==> config.mk <==
export PLATFORM = sky130hd
export DESIGN_NAME = mem_arbiter
export DESIGN_NICKNAME = d
export VERILOG_FILES = /design/src/rtl/mem_arbiter.sv
export SDC_FILE = /design/constraint.sdc
export NUM_CORES = 1
export LEC_CHECK = 0
export CAP_MARGIN = 20
export CORE_ASPECT_RATIO = 1.2
export CORE_MARGIN = 1
export CORE_UTILIZATION = 39
export CTS_CLUSTER_DIAMETER = 30
export DETAILED_ROUTE_END_ITERATION = 8
export GPL_TIMING_DRIVEN = 1
export PLACE_DENSITY = 0.78
export SLEW_MARGIN = 20
export SYNTH_ARGS = -nofsm -noshare
export SYNTH_HDL_FRONTEND = slang
export SYNTH_SLANG_ARGS = --single-unit
==> constraint.sdc <==
create_clock -name clk -period 1.5 [get_ports clk]
set_input_delay 0.3 -clock clk [delete_from_list [all_inputs] [get_ports clk]]
set_output_delay 0.3 -clock clk [all_outputs]
set_load 0.05 [all_outputs]
==> src/rtl/mem_arbiter.sv <==
// mem_arbiter: two-port (fetch, load/store) arbiter in front of a single-port sync RAM.
// Define MEM_ARB_RR_EN for round-robin contention; otherwise load/store has fixed priority.
module mem_arbiter #(
  parameter int AW = 8,
  parameter int DW = 8
) (
  input  logic          clk,
  input  logic          rst_n,
  input  logic          if_req,
  input  logic [AW-1:0] if_addr,
  output logic          if_gnt,
  output logic          if_rvalid,
  output logic [DW-1:0] if_rdata,
  input  logic          ls_req,
  input  logic          ls_we,
  input  logic [AW-1:0] ls_addr,
  input  logic [DW-1:0] ls_wdata,
  output logic          ls_gnt,
  output logic          ls_rvalid,
  output logic [DW-1:0] ls_rdata,
  output logic [AW-1:0] ram_address,
  output logic [DW-1:0] ram_data,
  output logic          ram_wren,
  input  logic [DW-1:0] ram_q,
  output logic          busy
);
  typedef enum logic [1:0] {IDLE, ACCESS, WAIT} state_t;
  state_t state_q, state_d;
  logic owner_ls_q, owner_ls_d;
  logic if_gnt_q, if_gnt_d, ls_gnt_q, ls_gnt_d;
  logic if_rvalid_q, if_rvalid_d, ls_rvalid_q, ls_rvalid_d;
  logic [DW-1:0] if_rdata_q, if_rdata_d, ls_rdata_q, ls_rdata_d;
  logic [AW-1:0] ram_address_q, ram_address_d;
  logic [DW-1:0] ram_data_q, ram_data_d;
  logic ram_wren_q, ram_wren_d;
  logic pick_ls;
`ifdef MEM_ARB_RR_EN
  logic last_ls_q, last_ls_d;
  assign pick_ls = ls_req & (~if_req | ~last_ls_q);
`else
  assign pick_ls = ls_req;
`endif
  always_comb begin
    state_d       = state_q;
    owner_ls_d    = owner_ls_q;
    if_gnt_d      = 1'b0;
    ls_gnt_d      = 1'b0;
    if_rvalid_d   = 1'b0;
    ls_rvalid_d   = 1'b0;
    if_rdata_d    = if_rdata_q;
    ls_rdata_d    = ls_rdata_q;
    ram_address_d = ram_address_q;
    ram_data_d    = ram_data_q;
    ram_wren_d    = 1'b0;
`ifdef MEM_ARB_RR_EN
    last_ls_d     = last_ls_q;
`endif
    case (state_q)
      IDLE: if (if_req | ls_req) begin
        state_d       = ACCESS;
        owner_ls_d    = pick_ls;
        ram_address_d = pick_ls ? ls_addr : if_addr;
        ram_data_d    = pick_ls ? ls_wdata : ram_data_q;
        ram_wren_d    = pick_ls & ls_we;
        if_gnt_d      = ~pick_ls;
        ls_gnt_d      = pick_ls;
`ifdef MEM_ARB_RR_EN
        last_ls_d     = pick_ls;
`endif
      end
      ACCESS: state_d = ram_wren_q ? IDLE : WAIT;
      WAIT: begin
        state_d     = IDLE;
        if_rvalid_d = ~owner_ls_q;
        ls_rvalid_d = owner_ls_q;
        if_rdata_d  = owner_ls_q ? if_rdata_q : ram_q;
        ls_rdata_d  = owner_ls_q ? ram_q : ls_rdata_q;
      end
      default: state_d = IDLE;
    endcase
  end
  always_ff @(posedge clk) begin
    if (!rst_n) begin
      state_q       <= IDLE;
      owner_ls_q    <= 1'b0;
      if_gnt_q      <= 1'b0;
      ls_gnt_q      <= 1'b0;
      if_rvalid_q   <= 1'b0;
      ls_rvalid_q   <= 1'b0;
      if_rdata_q    <= '0;
      ls_rdata_q    <= '0;
      ram_address_q <= '0;
      ram_data_q    <= '0;
      ram_wren_q    <= 1'b0;
`ifdef MEM_ARB_RR_EN
      last_ls_q     <= 1'b1;
`endif
    end else begin
      state_q       <= state_d;
      owner_ls_q    <= owner_ls_d;
      if_gnt_q      <= if_gnt_d;
      ls_gnt_q      <= ls_gnt_d;
      if_rvalid_q   <= if_rvalid_d;
      ls_rvalid_q   <= ls_rvalid_d;
      if_rdata_q    <= if_rdata_d;
      ls_rdata_q    <= ls_rdata_d;
      ram_address_q <= ram_address_d;
      ram_data_q    <= ram_data_d;
      ram_wren_q    <= ram_wren_d;
`ifdef MEM_ARB_RR_EN
      last_ls_q     <= last_ls_d;
`endif
    end
  end
  assign if_gnt      = if_gnt_q;
  assign ls_gnt      = ls_gnt_q;
  assign if_rvalid   = if_rvalid_q;
  assign ls_rvalid   = ls_rvalid_q;
  assign if_rdata    = if_rdata_q;
  assign ls_rdata    = ls_rdata_q;
  assign ram_address = ram_address_q;
  assign ram_data    = ram_data_q;
  assign ram_wren    = ram_wren_q;
  assign busy        = state_q != IDLE;
endmodule

Word level (Yosys, flattened, before mapping) --
Index checks and enable logic that the tools add are counted.
Operators by class: equality and inequality tests 3, multiplexer cells 4, bitwise operators 4, reductions and logical operators 8
Operators with widths (number):
- 8-bit 2-to-1 mux | 1
- 2-bit AND reduction | 4
- 3-bit AND reduction | 2
- 2-bit 2-to-1 mux | 2
- 2-bit case mux with 2 select lines | 1
- 2-bit by 1-bit equality test with 1-bit output, second input constant | 1
- 2-bit equality test, second input constant | 1
- 2-bit zero test | 1
- 2-bit inequality test, second input constant | 1
- 1-bit inverter | 2
- 2-bit nonzero test | 1
- 1-bit AND | 1
- 1-bit bitwise OR | 1
Storage, ports and cells: register bits 40, output and inout bits 38, logic and storage cells 30

Longest topological paths before layout --
depth after elaboration 3, depth in mapped cells 4

Worst setup path before layout --
OpenSTA, ideal clock, no wires.
path kind reg2reg, start register state_q[0], end register ram_address_q[3] (netlist: ram_address[3]), arrival time 1.197 ns, data required time 1.414 ns, slack 0.218 ns, cell stages (with the launch flop) 5, period minus slack after synthesis 1.282 ns, cell sequence dfxtp_1 > nor2_4 > inv_1 > nor2_4 > a211oi_1
On the way: longest elaborated chain between the ends 2
Ends and longest elaborated chain:
- start, declared | line 28 | state_t state_q, state_d;
- start signal, assigned | line 99 | state_q <= state_d;
- 2-bit zero test | line 58 | case (state_q)
- 2-bit AND reduction (no line)
- end signal, assigned | line 107 | ram_address_q <= ram_address_d;
- end, declared | line 33 | logic [AW-1:0] ram_address_q, ram_address_d;
No other way between the ends. A chain may end at the register's enable or synchronous reset.

Worst setup path after layout --
start register state_q[0], end output busy
On the way: longest elaborated chain between the ends 1
Ends and longest elaborated chain:
- 2-bit nonzero test | line 124 | assign busy = state_q != IDLE;
- end, declared | line 25 | output logic busy
No other way between the ends.

==> out/metrics.csv <==
stage,metric,value,unit
outcome,status,"complete, no violations",
finish,number of diodes,0,
placement,pre-CTS setup slack,-0.195,ns
placement,Placed Area,2680,sq um
cts,Worst-path clk slew,0.07,ns
placement,GPL Wtd Cong,0.809,
sta,setup tns final,0,ns
finish,final net count,257,
yosys,syn nets,175,
global_route,pin count of the biggest net entering global routing,26,
yosys,synthesis warning total,0,
floorplan,die area,4100,sq um
sta,Setup Viol. Count Final,0,
drt,Detailed Route WL,4.05,mm
critical_path,required time worst endpoint,1.20,ns
cts,CTS tree,built,
finish,FF/Latch Area,803,sq um
drt,post-route ant nets,0,
sta,skew final,0.00409,ns
sta,Fin. Hold Viols,0,
finish,fin util,75.8,%
placement,# port buffers,74,
global_route,grt ovf,0,
yosys,Synth Area per Inst,10.9,sq um
cts,H-tree depth,2,
floorplan,# IOs,75,
global_route,vias in the first global route,1385,
cts,clock tree buffer depth,2,
global_route,first-pass GRT wire length,6.64,mm
power_and_ir_drop,Pleak,1.16,nW
finish,Final Cell Area,2780,sq um
power_and_ir_drop,maximum vdd ir drop,710,uV
yosys,Yosys reg bits,40,
drt,Vias,1326,
drt,initial drt markers,42,
power_and_ir_drop,total power,2.65,mW
flow_run,max_cap viols,0,
yosys,mapped cell area,1500,sq um
drt,vias per cell,4.86,
critical_path,critical path cell sequence,nor2_4 > inv_1 > buf_12,
critical_path,WP buf/inv,2,
floorplan,die span in x,58.6,microns
critical_path,max incr delay on CP,0.40,ns
yosys,Synth Instances,138,
finish,Multi-input gate area,634,sq um
min_path,Worst Hold Launch,state_q[1],
drt,DR DRC count,0,
sta,Max Transition Viols Final,0,
finish,most frequent cells in the layout,"dfxtp_1, buf_12, clkdlybuf4s50_1, mux2i_1, nor2_1",
critical_path,Reg2Reg Depth,4,
cts,Root Buffer Master,clkbuf_8,
sta,final period utilization,93.2,%
sta,Final Worst Setup Slack,0.102,ns
drt,drt wl/cell,14.8,microns
critical_path,Crit Path Class,reg -> out,
critical_path,capturing point of the worst reg2reg path,if_rdata[7],
critical_path,Critical Path Source Type,flip-flop,
yosys,synth top area cells,"dfxtp_1, mux2i_1, nor2_1",
cts,total CTS buffers,5,
cts,# clock sinks,40,
finish,"most common cell after layout, fill and taps aside",dfxtp_1,
floorplan,Initial Utilization,40.9,%
yosys,Yosys top cell by area,dfxtp_1,
critical_path,Worst Path Arrival,1.10,ns
critical_path,Worst setup EP type,primary output,
sta,Worst Tran Pin Value,0.247,ns
finish,share of cells above drive strength 1,27.6,%
global_route,GR Util All Layers,21.7,%
min_path,Hold Path Depth,1,
power_and_ir_drop,Power Density,953,nW/um^2
yosys,"Seq/Total Area, Yosys",53.4,%
critical_path,r2r setup slk,0.34,ns
sta,min cycle time layout,1.40,ns
min_path,Worst Hold Class,reg -> reg,
critical_path,CP Launch Point,state_q[0],
cts,worst skew pair latency,0.28,ns
floorplan,Core Area,3660,sq um
critical_path,Crit path max-delay family,flip-flops,
sta,RSZ-0062 raised after global routing,false,
floorplan,row count,24,
min_path,Worst Hold Path EP,state_q[1],
sta,Slew Limit Headroom,83.5,%
sta,Peak Freq,716,MHz
drt,Pre-Repair DR Iteration Count,4,
yosys,area fraction of the dominant cell type after synthesis,53.4,%
floorplan,Die Y,69.9,microns
critical_path,crit path max fanout,5,
global_route,initial antenna violation count,0,
cts,Post-CTS Hold Fix Bufs,0,
finish,# fillers,264,
yosys,Netlist cell types,23,
critical_path,RR Startpoint,state_q[1],
placement,Post-DP HPWL,3.10,mm
critical_path,CP max stage cell,dfxtp_2,
finish,area grow syn2layout,85.1,%
-- flip-flops by register name, summed over array words and instances, names as in the netlist --
signal       count
state_q          2
ls_rdata         8
ls_gnt           1
ram_data         8
owner_ls_q       1
ram_address      8
ls_rvalid        1
if_rdata         8
if_rvalid        1
ram_wren         1
if_gnt           1
-- cell type report --
type | instances | share of cell area [%]
sequential | 40 | 28.9
timing repair buffer | 83 | 42.4
inverter | 2 | 0.270
multi-input combinational | 88 | 22.8
tap | 52 | 2.34
clock buffer | 8 | 3.24
-- power breakdown --
group | leakage, nW | switching [mW] | total, mW | internal [mW]
Sequential | 0.328 | 0.0658 | 1.19 | 1.13
Clock | 0.0455 | 0.335 | 0.710 | 0.375
Combinational | 0.791 | 0.362 | 0.745 | 0.384
Total | 1.16 | 0.762 | 2.65 | 1.88
-- logic make-up after synthesis --
family                 count (synthesis)  synth area share, %
flip-flops                            40                 53.4
AND/OR/NAND/NOR                       38                 13.3
multiplexers                          32                 21.4
AO/OA/AOI/OAI                         18                 7.67
buffers and inverters                 10                 4.34
-- per-stage QoR --
| step | std cells | hold WS (ns) |
|---|---|---|
| 3_3_place_gp | 265 | 0.493 |
| 3_5_place_dp | 265 | 0.502 |
| 5_1_grt | 273 | 0.514 |
| 6_report | 273 | 0.486 |
| 4_1_cts | 273 | 0.512 |
| 2_1_floorplan | 138 | 0.418 |
-- worst register-to-register path, stage by stage (launching register included) --
cell and delay, ns:
dfxtp_2 0.39, nor3b_2 0.17, buf_4 0.21, mux2i_1 0.21, nor2_1 0.06
-- per-layer routing --
layer | up-vias | share of wire [%] | GRT usage (%)
met5 | - | 0 | 0
met1 | 622 | 37 | 22.6
met3 | 9 | 7.3 | 6.30
li1 | 639 | - | -
met2 | 56 | 54 | 39.0
met4 | 0 | 2.1 | 9.79
-- Yosys cell counts --
library cell / number
buf_4: 1
nor4_1: 1
dfxtp_1: 40
or2_2: 1
nor3_1: 1
inv_1: 1
and3_1: 1
nor2_4: 2
clkbuf_1: 3
buf_2: 1
and2_1: 1
o21a_1: 1
nor3b_2: 2
a21boi_0: 1
clkinv_1: 1
a21oi_1: 8
nor4b_1: 1
buf_6: 3
and2_2: 1
nand3b_1: 1
nor2_1: 26
mux2i_1: 32
a211oi_1: 8
-- worst max path at each step --
stage,end,slack (ns),cells past startpoint
after global routing,busy,0.02,3
after detailed placement,ram_data[5],-0.20,5
after floorplan,ram_address[3],0.22,4
after CTS,busy,0.02,3
final,busy,0.10,3
after global placement,ram_data[0],-0.1,5
-- repair_timing --
item / in CTS / in global routing
setup endpoints to repair: 0 / 1
setup buffers: 0 / 0
resized for setup: 0 / 2
Power figures use the tool's default switching activity.
